===== src/rtl/spi_xfer_ctrl.sv =====
`default_nettype none
// ============================================================================
//  Module   : spi_xfer_ctrl
//  Purpose  : SPI transaction sequencer. It frames a 1..MAX_BYTES transfer
//             on top of a byte-level SPI engine through the getByte/BUSY/
//             RxData handshake. It adds an SS setup delay, an optional
//             inter-byte gap and an optional stall watchdog.
//  Revision : 1.0 - initial release
// ----------------------------------------------------------------------------
//  Optional feature macro: SPI_XFER_TIMEOUT_EN
//    defined   : Init/Wait stall watchdog; aborts to Done with ERR=1
//    undefined : ERR tied low, Init/Wait wait indefinitely
// ----------------------------------------------------------------------------
//  Ports
//    CLK     in   system clock, all state updates on the falling edge
//    RST     in   asynchronous reset, active low
//    sndRec  in   start request (level, sampled in Idle)
//    LEN     in   byte count; 0 or >MAX_BYTES means MAX_BYTES
//    DIN     in   transmit data, MSB-aligned (top byte goes first)
//    BUSY    in   byte engine busy
//    RxData  in   last received byte, valid when BUSY falls
//    SS      out  slave select, active low
//    getByte out  byte transfer request to the engine
//    sndData out  byte presented to the engine
//    DOUT    out  received data, right-aligned, unused upper bytes zero
//    DONE    out  high while in Done
//    ERR     out  watchdog abort flag
// ============================================================================
module spi_xfer_ctrl #(
  parameter int MAX_BYTES   = 5,
  parameter int LEN_W       = 3,
  parameter int SETUP_CYC   = 1,
  parameter int GAP_CYC     = 0,
  parameter int TIMEOUT_CYC = 255
) (
  input  logic                   CLK,
  input  logic                   RST,
  input  logic                   sndRec,
  input  logic [LEN_W-1:0]       LEN,
  input  logic [8*MAX_BYTES-1:0] DIN,
  input  logic                   BUSY,
  input  logic [7:0]             RxData,
  output logic                   SS,
  output logic                   getByte,
  output logic [7:0]             sndData,
  output logic [8*MAX_BYTES-1:0] DOUT,
  output logic                   DONE,
  output logic                   ERR
);

  localparam int c_DW      = 8 * MAX_BYTES;
  localparam int c_CNT_W   = $clog2(MAX_BYTES + 1);
  localparam int c_DLY_MAX = (SETUP_CYC > GAP_CYC) ? SETUP_CYC : GAP_CYC;
  localparam int c_DLY_W   = $clog2(c_DLY_MAX + 1);

  typedef enum logic [2:0] {
    S_IDLE  = 3'd0,
    S_SETUP = 3'd1,
    S_INIT  = 3'd2,
    S_WAIT  = 3'd3,
    S_CHECK = 3'd4,
    S_GAP   = 3'd5,
    S_DONE  = 3'd6
  } state_t;

  state_t               r_state;
  state_t               w_next;
  logic [c_DW-1:0]      r_tx;
  logic [c_DW-1:0]      r_rx;
  logic [c_DW-1:0]      r_dout;
  logic [c_CNT_W-1:0]   r_cnt;
  logic [c_CNT_W-1:0]   r_len;
  logic [c_DLY_W-1:0]   r_dly;
  logic [c_CNT_W-1:0]   w_len_eff;
  logic [c_DW-1:0]      w_rx_next;
  logic                 w_last;
  logic                 w_wdog_hit;

  // Out-of-range lengths (0 or above MAX_BYTES) run a full-size transfer.
  assign w_len_eff = ((LEN == '0) || (LEN > LEN_W'(MAX_BYTES)))
                     ? c_CNT_W'(MAX_BYTES) : c_CNT_W'(LEN);

  assign w_rx_next = {r_rx[c_DW-9:0], RxData};
  assign w_last    = (r_cnt == r_len);

`ifdef SPI_XFER_TIMEOUT_EN
  localparam int c_WD_W = $clog2(TIMEOUT_CYC + 1);

  logic [c_WD_W-1:0] r_wdog;
  logic              r_err;

  assign w_wdog_hit = ((r_state == S_INIT) || (r_state == S_WAIT)) &&
                      (r_wdog == c_WD_W'(TIMEOUT_CYC - 1));

  // Any state change clears the watchdog, so it restarts on every entry to
  // Init or Wait and only accumulates while the FSM sits in one of them.
  always_ff @(negedge CLK or negedge RST) begin
    if (!RST) begin
      r_wdog <= '0;
    end else if (w_next != r_state) begin
      r_wdog <= '0;
    end else if ((r_state == S_INIT) || (r_state == S_WAIT)) begin
      r_wdog <= r_wdog + c_WD_W'(1);
    end
  end

  always_ff @(negedge CLK or negedge RST) begin
    if (!RST) begin
      r_err <= 1'b0;
    end else if ((r_state == S_IDLE) && sndRec) begin
      r_err <= 1'b0;
    end else if (w_wdog_hit) begin
      r_err <= 1'b1;
    end
  end

  assign ERR = r_err;
`else
  localparam int c_unused_timeout = TIMEOUT_CYC;

  assign w_wdog_hit = 1'b0;
  assign ERR        = 1'b0;
`endif

  // --------------------------------------------------------------------------
  // FSM state register
  // --------------------------------------------------------------------------
  always_ff @(negedge CLK or negedge RST) begin
    if (!RST) begin
      r_state <= S_IDLE;
    end else begin
      r_state <= w_next;
    end
  end

  // --------------------------------------------------------------------------
  // FSM next state and outputs
  // --------------------------------------------------------------------------
  always_comb begin
    w_next  = r_state;
    SS      = 1'b1;
    getByte = 1'b0;
    sndData = 8'h00;
    DONE    = 1'b0;

    case (r_state)
      S_IDLE: begin
        if (sndRec) begin
          w_next = S_SETUP;
        end
      end

      S_SETUP: begin
        SS = 1'b0;
        if (r_dly == c_DLY_W'(SETUP_CYC - 1)) begin
          w_next = S_INIT;
        end
      end

      S_INIT: begin
        SS      = 1'b0;
        getByte = 1'b1;
        sndData = r_tx[c_DW-1 -: 8];
        if (BUSY) begin
          w_next = S_WAIT;
        end
      end

      S_WAIT: begin
        SS = 1'b0;
        if (!BUSY) begin
          w_next = S_CHECK;
        end
      end

      S_CHECK: begin
        SS = 1'b0;
        if (w_last) begin
          w_next = S_DONE;
        end else if (GAP_CYC > 0) begin
          w_next = S_GAP;
        end else begin
          w_next = S_INIT;
        end
      end

      S_GAP: begin
        SS = 1'b0;
        if (r_dly == c_DLY_W'(GAP_CYC - 1)) begin
          w_next = S_INIT;
        end
      end

      S_DONE: begin
        DONE = 1'b1;
        if (!sndRec) begin
          w_next = S_IDLE;
        end
      end

      default: begin
        w_next = S_IDLE;
      end
    endcase

    // Watchdog abort overrides the normal Init/Wait exits.
    if (w_wdog_hit) begin
      w_next = S_DONE;
    end
  end

  // --------------------------------------------------------------------------
  // Datapath: shift registers, byte counter, delay counter, DOUT
  // --------------------------------------------------------------------------
  always_ff @(negedge CLK or negedge RST) begin
    if (!RST) begin
      r_tx   <= '0;
      r_rx   <= '0;
      r_dout <= '0;
      r_cnt  <= '0;
      r_len  <= '0;
      r_dly  <= '0;
    end else begin
      case (r_state)
        S_IDLE: begin
          r_tx  <= DIN;
          r_rx  <= '0;
          r_cnt <= '0;
          r_len <= w_len_eff;
          r_dly <= '0;
        end

        S_SETUP: begin
          r_dly <= r_dly + c_DLY_W'(1);
        end

        S_INIT: begin
          if (BUSY && !w_wdog_hit) begin
            r_cnt <= r_cnt + c_CNT_W'(1);
          end
        end

        S_CHECK: begin
          r_rx  <= w_rx_next;
          r_tx  <= {r_tx[c_DW-9:0], 8'h00};
          r_dly <= '0;
          // DOUT takes the complete received word in one step, on the same
          // edge that enters Done, so it is never seen partially updated.
          if (w_last) begin
            r_dout <= w_rx_next;
          end
        end

        S_GAP: begin
          r_dly <= r_dly + c_DLY_W'(1);
        end

        default: begin
        end
      endcase
    end
  end

  assign DOUT = r_dout;

endmodule
`default_nettype wire

===== config.mk =====
export PLATFORM = sky130hd
export DESIGN_NAME = spi_xfer_ctrl
export DESIGN_NICKNAME = d
export VERILOG_FILES = /design/src/rtl/spi_xfer_ctrl.sv
export SDC_FILE = /design/constraint.sdc
export NUM_CORES = 1
export LEC_CHECK = 0
export CAP_MARGIN = 10
export CORE_AREA = 2 2 137 139
export DETAILED_ROUTE_END_ITERATION = 10
export DIE_AREA = 0 0 139 141
export PLACE_DENSITY = 0.61
export SKIP_LAST_GASP = 1
export SYNTH_ARGS = -nofsm -noshare
export SYNTH_HDL_FRONTEND = slang
export SYNTH_SLANG_ARGS = --single-unit

===== constraint.sdc =====
create_clock -name CLK -period 2.3 [get_ports CLK]
set_input_delay 0.46 -clock CLK [delete_from_list [all_inputs] [get_ports CLK]]
set_output_delay 0.46 -clock CLK [all_outputs]
set_load 0.005 [all_outputs]

# After elaboration in Yosys (flattened, before gate mapping)

Index checks and enable logic that the tools add are counted.

Magnitude comparators: 1
Muxes and demuxes: 18
Reductions and logical operators: 12
Add/sub/neg operators: 2
Eq/ne operators: 13

Operators with widths:

| cell                  | count |
|---|---|
| $pmux W40 S2          | 1 |
| $pmux W32 S2          | 1 |
| $mux W3               | 9 |
| $pmux W3 S7           | 1 |
| $ne A2 B2 Y1 const B  | 6 |
| $eq A3 B3 Y1 const B  | 3 |
| $mux W8               | 1 |
| $eq A3 B2 Y1 const B  | 2 |
| $logic_not A3 Y1      | 2 |
| $pmux W3 S2           | 1 |
| $reduce_and A6 Y1     | 1 |
| $reduce_bool A2 Y1    | 3 |
| $reduce_or A5 Y1      | 1 |
| $reduce_and A2 Y1     | 2 |
| $reduce_or A2 Y1      | 2 |
| $add A3 B1 Y3 const B | 1 |
| $eq A3 B1 Y1 const B  | 1 |
| $eq A3 B3 Y1          | 1 |
| $gt A3 B3 Y1 const B  | 1 |
| $mux W1               | 3 |
| $pmux W1 S2           | 1 |
| $add A1 B1 Y1 const B | 1 |
| $logic_or A1 B1 Y1    | 1 |

Logic and storage cells: 53
Bits of input ports: 55
Output and inout port bits: 52
Register bits after elaboration: 122

# Longest topological paths before layout

Gate-level depths: netlist (run 1).

Depth after elaboration: 3
Gate-level depth with buffers: 7
Gate-level depth less buffers: 4

==> results of run 1 <==
-- flip-flops by register name (all words and copies together) (netlist names) --
name / count
r_cnt: 3
DOUT: 40
r_state: 3
r_rx: 32
r_len: 3
r_dly: 1
r_tx: 40
-- cell usage after synthesis (2+ instances only) --
library cell,instances
sky130_fd_sc_hd__and3_1,8
sky130_fd_sc_hd__nand2_1,114
sky130_fd_sc_hd__nor3_1,3
sky130_fd_sc_hd__inv_1,4
sky130_fd_sc_hd__mux2i_1,32
sky130_fd_sc_hd__nand3_1,2
sky130_fd_sc_hd__clkbuf_1,20
sky130_fd_sc_hd__buf_1,5
sky130_fd_sc_hd__xor2_1,4
sky130_fd_sc_hd__buf_6,5
sky130_fd_sc_hd__dfrtn_1,122
sky130_fd_sc_hd__mux2_4,39
sky130_fd_sc_hd__nor2_1,8
sky130_fd_sc_hd__nand3b_1,2
sky130_fd_sc_hd__buf_2,2
sky130_fd_sc_hd__mux2_2,2
sky130_fd_sc_hd__a21oi_1,6
sky130_fd_sc_hd__xnor2_1,2
sky130_fd_sc_hd__o21ai_0,78
-- path summary, 6_finish.rpt --
| check | cells after the start | startpoint | slack (ns) | end |
|---|---|---|---|---|
| setup / recovery | 4 | r_state[2] | -0.79 | sndData[7] |
| hold / removal | 2 | r_tx[31] | 0.43 | r_tx[31] |
| setup reg to reg | 7 | r_state[2] | 0.09 | DOUT[30] |
| hold reg to reg | 2 | r_tx[31] | 0.43 | r_tx[31] |
| max in group asynchronous | 2 | RST | 0.78 | r_tx[26] |
| min in group asynchronous | 1 | RST | 0.97 | DOUT[3] |
-- power by group --
| part | total, W | switching (W) | internal (W) |
|---|---|---|---|
| sequential | 0.00330 | 0.000450 | 0.00285 |
| clock | 0.00300 | 0.000959 | 0.00204 |
| combinational | 0.00270 | 0.00134 | 0.00135 |
-- per-stage QoR --
stage	instances	cell area, µm²	hold WS [ns]	setup WS [ns]
floorplan	476	5370	0.403	-0.368
global placement	827	6910	0.422	-0.695
detailed placement	827	6910	0.422	-0.722
CTS	878	7550	0.424	-0.785
global route	893	7700	0.456	-0.833
finish	893	7700	0.425	-0.794
-- cells by family after synthesis --
logic type               after synthesis
other                                  1
AND/OR/NAND/NOR                      143
XOR/XNOR                               6
flip-flops                           122
AO/OA/AOI/OAI                         92
adder cells (fa/ha/maj)                1
buffers and inverters                 38
multiplexers                          73
-- critical path, stage by stage, from the launching register on --
cell and delay (ns):
sky130_fd_sc_hd__dfrtn_1 0.59, sky130_fd_sc_hd__nor2_4 0.09, sky130_fd_sc_hd__buf_6 0.13, sky130_fd_sc_hd__and3_4 0.17, sky130_fd_sc_hd__buf_6 0.11
-- metal layers --
metal / share of wire, % / routed length, µm / GRT usage [%]
met5: 0 / 0 / 0
met4: 2.4 / 299 / 5.85
met3: 6.3 / 792 / 4.69
met2: 49 / 6210 / 22.1
met1: 42 / 5370 / 16.2
-- repair_timing --
item                                    in CTS  in global routing
hold endpoints to repair                     0                  0
cloned                                       1                  0
setup buffers                               21                 15
endpoints found under the setup margin      55                128
gates resized for setup                    220                  8
pin swaps                                    8                  2
-- area by class of cell --
| cell class | count | share of cell area, % |
|---|---|---|
| inverter | 5 | 0.260 |
| clock buffer | 18 | 5.70 |
| multi-input combinational | 317 | 28.1 |
| tap | 234 | 3.80 |
| clock inverter | 12 | 2.89 |
| timing repair buffer | 185 | 19.6 |
| sequential | 122 | 39.7 |
==> reports/summary.txt, run 1 <==
SYNTH
--------------------------------------------------------------------------------------------------------
Mean instance size in the synthesized netlist .............................................     11.2 µm²
Complex-gate fraction of the synthesized area .............................................        9.14%
Synthesized instance count ................................................................          476
Yosys reg bits ............................................................................          122
Number of enable flip-flop cells after synthesis ..........................................            0
Sequential cell area fraction in the yosys report .........................................        57.5%
Net count after synthesis .................................................................          532
Adder and majority cell fraction of the synthesized area ..................................       0.235%
Basic-gate share of the synthesized area counting and, or, nand and nor cells .............        11.1%
Dominant combinational cell family by area after synthesis ................................ multiplexers
Post-synthesis cell type count ............................................................           37
Synth area leaders ........................................................................ sky130_fd_sc_hd__dfrtn_1, sky130_fd_sc_hd__mux2_4, sky130_fd_sc_hd__nand2_1, sky130_fd_sc_hd__o21ai_0, sky130_fd_sc_hd__mux2i_1
Syn Std Cell Area .........................................................................     5310 µm²
Share of cell area taken by muxes after synthesis .........................................        17.5%
Xor and xnor fraction of the mapped netlist area ..........................................       0.989%
Synthesis warning total ...................................................................            0
Flip-flop cell with the highest count after synthesis ..................................... sky130_fd_sc_hd__dfrtn_1
Fraction of synthesized cell area taken by the top area cell type .........................        57.5%
FFs w/ async S/R, synth ...................................................................         100%
Cell accounting for the most synthesized area ............................................. sky130_fd_sc_hd__dfrtn_1

CLOCK TREE
--------------------------------------------------------------------------------------------------------
CTS tree ..................................................................................         done
Root cell of the clock tree ............................................................... sky130_fd_sc_hd__clkbuf_16
H-Tree Depth ..............................................................................            4
Hold-fix buffers, CTS .....................................................................            0
Later-pin clock latency in the skew report ................................................      0.40 ns
Clock Sinks ...............................................................................          122
Post-CTS clock slew at the launch and capture registers of the worst setup and hold paths .      0.04 ns
Number of buffers added by the clock tree synthesis step ..................................           17
Deepest clock path buffer count ...........................................................            2

RUN STATUS
--------------------------------------------------------------------------------------------------------
Run status ................................................................................ finished, violations left
Violated checks ........................................................................... negative setup slack

POWER AND IR DROP
--------------------------------------------------------------------------------------------------------
Leakage Power .............................................................................      3.78 nW
Max VDD drop ..............................................................................     0.547 mV
Power Total ...............................................................................    0.00900 W
Power per standard cell area ..............................................................  1170 nW/µm²

JOB
--------------------------------------------------------------------------------------------------------
Total of max-cap violations ...............................................................            0

DRT
--------------------------------------------------------------------------------------------------------
Number of vias in the routed layout .......................................................         4069
Average wire per cell in the routed design ................................................      14.2 µm
Sum of routed wire length over all layers .................................................      12.7 mm
Mean number of vias per cell ..............................................................         4.56
Starting DRT DRC Count ....................................................................          138
DRC Markers ...............................................................................            0
Number of detailed-route iterations in the first pass .....................................            4
Count of antenna-violating nets left after detailed routing ...............................            0

FLOORPLANNING
--------------------------------------------------------------------------------------------------------
Die Y .....................................................................................       141 µm
Die area ..................................................................................    19600 µm²
Core ar. ..................................................................................    18300 µm²
I/O pin count .............................................................................          107
Number of cell rows .......................................................................           50
Initial core utilization ..................................................................        29.1%
Die Width .................................................................................       139 µm

CELLS AND AREA
--------------------------------------------------------------------------------------------------------
NumNets Final .............................................................................          704
Share of final-layout standard cells stronger than drive strength 1 .......................        33.7%
Most frequent standard cell in the layout excluding fill and tap cells .................... sky130_fd_sc_hd__dfrtn_1
Fill cell count ...........................................................................         1716
Antenna diodes ............................................................................            0
Commonest cells after routing, fill and taps aside ........................................ sky130_fd_sc_hd__dfrtn_1, sky130_fd_sc_hd__nand2_1, sky130_fd_sc_hd__o21ai_0
Final standard cell utilization of the core ...............................................        42.1%
Area of the multi-input gates .............................................................     2170 µm²
Area growth syn-to-layout .................................................................        44.9%
Area occupied by registers ................................................................     3050 µm²

STA
--------------------------------------------------------------------------------------------------------
Post-layout worst setup margin ............................................................    -0.794 ns
Pins Over Slew Limit ......................................................................            0
Number of hold violations in the final report .............................................            0
Final total negative setup slack ..........................................................    -17.26 ns
Clock skew after layout ...................................................................   0.00836 ns
Max-Slew Margin vs Limit ..................................................................        63.6%
Least-Margin Pin Slew .....................................................................     0.546 ns
Final number of setup-violating endpoints .................................................           51
RSZ-0062 raised after global routing ......................................................          yes

GRT
--------------------------------------------------------------------------------------------------------
Overflow left after global routing ........................................................            0
Global-route wire length before repair ....................................................      21.0 mm
Global-route usage over all layers ........................................................        13.5%
Number of global-route vias before repair .................................................         4122
Antenna violations before repair ..........................................................            0
Largest net degree at the start of global routing .........................................           81

SETUP PATH
--------------------------------------------------------------------------------------------------------
Data arrival time of the critical path ....................................................      2.63 ns
Critical setup path kind .................................................................. flip-flop to output port
Required time of the critical path ........................................................      1.84 ns
Critical Path Source Type .................................................................    flip-flop
CP Max Fanout .............................................................................            5
Sort of element at the end of the critical path ...........................................  output port

MIN PATH
--------------------------------------------------------------------------------------------------------
Worst min path class ...................................................................... flip-flop to flip-flop

PLACEMENT
--------------------------------------------------------------------------------------------------------
Number of buffers added on ports ..........................................................          105
Placed wire-length estimate ...............................................................      8.48 mm
Routability Congestion ....................................................................        0.850

No activity file was read; power rests on OpenSTA's default activity.
==> inputs of run 2 (changes only) <==
- CTS_CLUSTER_SIZE: unset -> 40
==> results of run 2 <==
No change in the layout: final DEF, timing and power equal those of run 1.
==> inputs of run 3 (changes only) <==
- SKIP_LAST_GASP: 1 -> unset
- SLEW_MARGIN: unset -> 20
==> run 3 against run 2 <==
The flow still finishes with violations (negative setup slack); global-route usage about the same; critical endpoint unchanged; sequential power about the same; register-to-register slack got worse by 0.04 ns; cell area rose by 0.34%; via count down 0.27%.
==> reports/summary.txt, run 3 (synthesis gave the netlist of run 1 again) <==
RUN STATUS
--------------------------------------------------------------------------------------------------------
Run status ................................................................................ finished, violations left
Violated checks ........................................................................... negative setup slack

CELLS AND AREA
--------------------------------------------------------------------------------------------------------
Antenna diodes ............................................................................            0   unchanged
Commonest cells after routing, fill and taps aside ........................................ sky130_fd_sc_hd__dfrtn_1, sky130_fd_sc_hd__nand2_1, sky130_fd_sc_hd__o21ai_0
Share of final-layout standard cells stronger than drive strength 1 .......................        33.8%   +0.10 points
NumNets Final .............................................................................          705   +0.14%
Most frequent standard cell in the layout excluding fill and tap cells .................... sky130_fd_sc_hd__dfrtn_1
Final design area excluding fillers .......................................................     7720 µm²   +0.34%
Area growth syn-to-layout .................................................................        45.4%

SETUP PATH
--------------------------------------------------------------------------------------------------------
Critical Path Source Type .................................................................    flip-flop
Cell-by-cell trace of the critical path ................................................... nor2_4, buf_6, and3_4, buf_6
Most Frequent Cell on Critical Path ....................................................... sky130_fd_sc_hd__buf_6
Crit-path slowest cell .................................................................... sky130_fd_sc_hd__dfrtn_1
CP Buf/Inv Count ..........................................................................            2   unchanged
Sort of element at the end of the critical path ...........................................  output port
CP Max Fanout .............................................................................            5   unchanged
CP peak stage delay .......................................................................      0.58 ns   about the same
Data arrival time of the critical path ....................................................      2.63 ns   about the same
Critical setup path kind .................................................................. flip-flop to output port
Largest delay contributor family on the critical path .....................................   flip-flops
Reg-to-reg slack, setup ...................................................................      0.05 ns   -0.04 ns
Required time of the critical path ........................................................      1.84 ns   about the same

DRT
--------------------------------------------------------------------------------------------------------
Mean number of vias per cell ..............................................................         4.54   -0.38%
Average wire per cell in the routed design ................................................      14.2 µm   about the same
Count of antenna-violating nets left after detailed routing ...............................            0   unchanged
Starting DRT DRC Count ....................................................................          144   +4.3%
Number of detailed-route iterations in the first pass .....................................            4   unchanged
DRC Markers ...............................................................................            0   unchanged
Number of vias in the routed layout .......................................................         4058   -0.27%
Sum of routed wire length over all layers .................................................      12.7 mm   +0.17%

PLACEMENT
--------------------------------------------------------------------------------------------------------
Post-placement cell area ..................................................................     6910 µm²   unchanged
Number of buffers added on ports ..........................................................          105   unchanged
Minimum setup slack after placement .......................................................    -0.722 ns   unchanged
Routability Congestion ....................................................................        0.850   unchanged
Placed wire-length estimate ...............................................................      8.48 mm   unchanged

POWER AND IR DROP
--------------------------------------------------------------------------------------------------------
Switching power ...........................................................................    0.00278 W   +0.84%
Proportion of total power due to net switching ............................................        30.7%   +0.10 points
Gate power share ..........................................................................        30.3%   +0.3 points
Int Power .................................................................................    0.00627 W   +0.37%
Clock share of power ......................................................................        33.2%   -0.2 points
Part of the total power dissipated in sequential elements .................................        36.5%   about the same
Max VDD drop ..............................................................................     0.547 mV   about the same
Power per standard cell area ..............................................................  1170 nW/µm²   +0.17%
Leakage Power .............................................................................      3.79 nW   +0.25%

FLOORPLANNING
--------------------------------------------------------------------------------------------------------
Initial core utilization ..................................................................        29.1%   unchanged
Core ar. ..................................................................................    18300 µm²   unchanged
I/O pin count .............................................................................          107   unchanged
Die area ..................................................................................    19600 µm²   unchanged
Die Y .....................................................................................       141 µm   unchanged
Die Width .................................................................................       139 µm   unchanged
Number of cell rows .......................................................................           50   unchanged

CLOCK TREE
--------------------------------------------------------------------------------------------------------
CTS tree ..................................................................................         done
Deepest clock path buffer count ...........................................................            2   unchanged
Post-CTS clock slew at the launch and capture registers of the worst setup and hold paths .      0.04 ns   about the same
Later-pin clock latency in the skew report ................................................      0.40 ns   about the same
H-Tree Depth ..............................................................................            4   unchanged
Clock Sinks ...............................................................................          122   unchanged
Number of buffers added by the clock tree synthesis step ..................................           17   unchanged
Root cell of the clock tree ............................................................... sky130_fd_sc_hd__clkbuf_16
Hold-fix buffers, CTS .....................................................................            0   unchanged

STA
--------------------------------------------------------------------------------------------------------
Clock skew after layout ...................................................................   0.00844 ns   +0.0000784 ns
Least-Margin Pin Slew .....................................................................     0.546 ns   +0.000132 ns
Pins Over Slew Limit ......................................................................            0   unchanged
Number of hold violations in the final report .............................................            0   unchanged
Final number of setup-violating endpoints .................................................           51   unchanged
Post-layout worst setup margin ............................................................    -0.785 ns   +0.00882 ns
RSZ-0062 raised after global routing ......................................................          yes
Max-Slew Margin vs Limit ..................................................................        63.6%   about the same

MIN PATH
--------------------------------------------------------------------------------------------------------
Worst min path class ...................................................................... flip-flop to flip-flop

GRT
--------------------------------------------------------------------------------------------------------
Antenna violations before repair ..........................................................            0   unchanged
Number of global-route vias before repair .................................................         4126   +0.097%
Global-route wire length before repair ....................................................      21.0 mm   +0.16%
Global-route usage over all layers ........................................................        13.5%   +0.015 points
Largest net degree at the start of global routing .........................................           81   unchanged
Overflow left after global routing ........................................................            0   unchanged

JOB
--------------------------------------------------------------------------------------------------------
Total of max-cap violations ...............................................................            0   unchanged

-- run 3: cell count changes in the layout (fill, tap and decap cells not counted) --
cell / previous run / this run
sky130_fd_sc_hd__buf_2: 45 / 44
sky130_fd_sc_hd__buf_6: 12 / 14
sky130_fd_sc_hd__nor4_2: 1 / 0
sky130_fd_sc_hd__nor4_4: 0 / 1
-- run 3: power groups by stage --
| stage | Clock [W] | Sequential [W] | Combinational [W] |
|---|---|---|---|
| 2_1_floorplan | 0 | 0.00317 | 0.00161 |
| 3_5_place_dp | 0 | 0.00333 | 0.00256 |
| 6_report | 0.00300 | 0.00330 | 0.00274 |
| 3_3_place_gp | 0 | 0.00329 | 0.00248 |
| 5_1_grt | 0.00317 | 0.00339 | 0.00306 |
| 4_1_cts | 0.00308 | 0.00331 | 0.00267 |
-- run 3: final timing paths --
check,from,depth (start not counted),to
hold reg to reg,r_tx[31],2,r_tx[31]
setup / recovery,r_state[2],4,sndData[7]
hold / removal,r_tx[31],2,r_tx[31]
setup reg to reg,r_state[0],7,DOUT[30]
max in group asynchronous,RST,2,r_tx[26]
min in group asynchronous,RST,1,DOUT[3]
-- run 3: area by class of cell --
| class | count | area, µm² |
|---|---|---|
| clock buffers | 18 | 439 |
| clock inverters | 12 | 223 |
| fillers | 1714 | 10500 |
| inverters | 5 | 20.0 |
| multi-input cells | 317 | 2170 |
| flip-flops and latches | 122 | 3050 |
| well taps | 234 | 293 |
| repair buffers | 186 | 1520 |
-- run 3: worst register-to-register path, stage by stage (launching register included) --
cell	delay, ns
sky130_fd_sc_hd__dfrtn_1	0.43
sky130_fd_sc_hd__or2_4	0.30
sky130_fd_sc_hd__buf_4	0.14
sky130_fd_sc_hd__buf_6	0.20
sky130_fd_sc_hd__nor4_4	0.33
sky130_fd_sc_hd__nand2_2	0.11
sky130_fd_sc_hd__buf_12	0.22
sky130_fd_sc_hd__mux2_4	0.36
-- run 3: per-stage QoR --
| step | total power [W] | std cells | TNS [ns] | hold WS, ns | util [%] |
|---|---|---|---|---|---|
| final | 0.00904 | 894 | -17.16 | 0.425 | 42.3 |
| after global routing | 0.00962 | 894 | -20.74 | 0.456 | 42.3 |
| after CTS | 0.00905 | 878 | -17.86 | 0.424 | 41.4 |
| after detailed placement | 0.00589 | 827 | -26.37 | 0.422 | 37.8 |
| after global placement | 0.00577 | 827 | -24.99 | 0.422 | 37.8 |
| after floorplan | 0.00477 | 476 | -2.13 | 0.403 | - |
-- run 3: timing repair --
item	CTS	global route
endpoints found under the setup margin	55	53
gates resized for setup	223	8
gates cloned	1	0
pin swaps	8	5
buffers inserted	21	16
-- run 3: per-layer routing --
layer	vias up	part of all wire (%)	GRT usage [%]
li1	1963	-	-
met1	1974	42	16.2
met2	100	49	22.1
met3	21	6.1	4.69
met4	0	2.2	5.85
met5	-	0	0
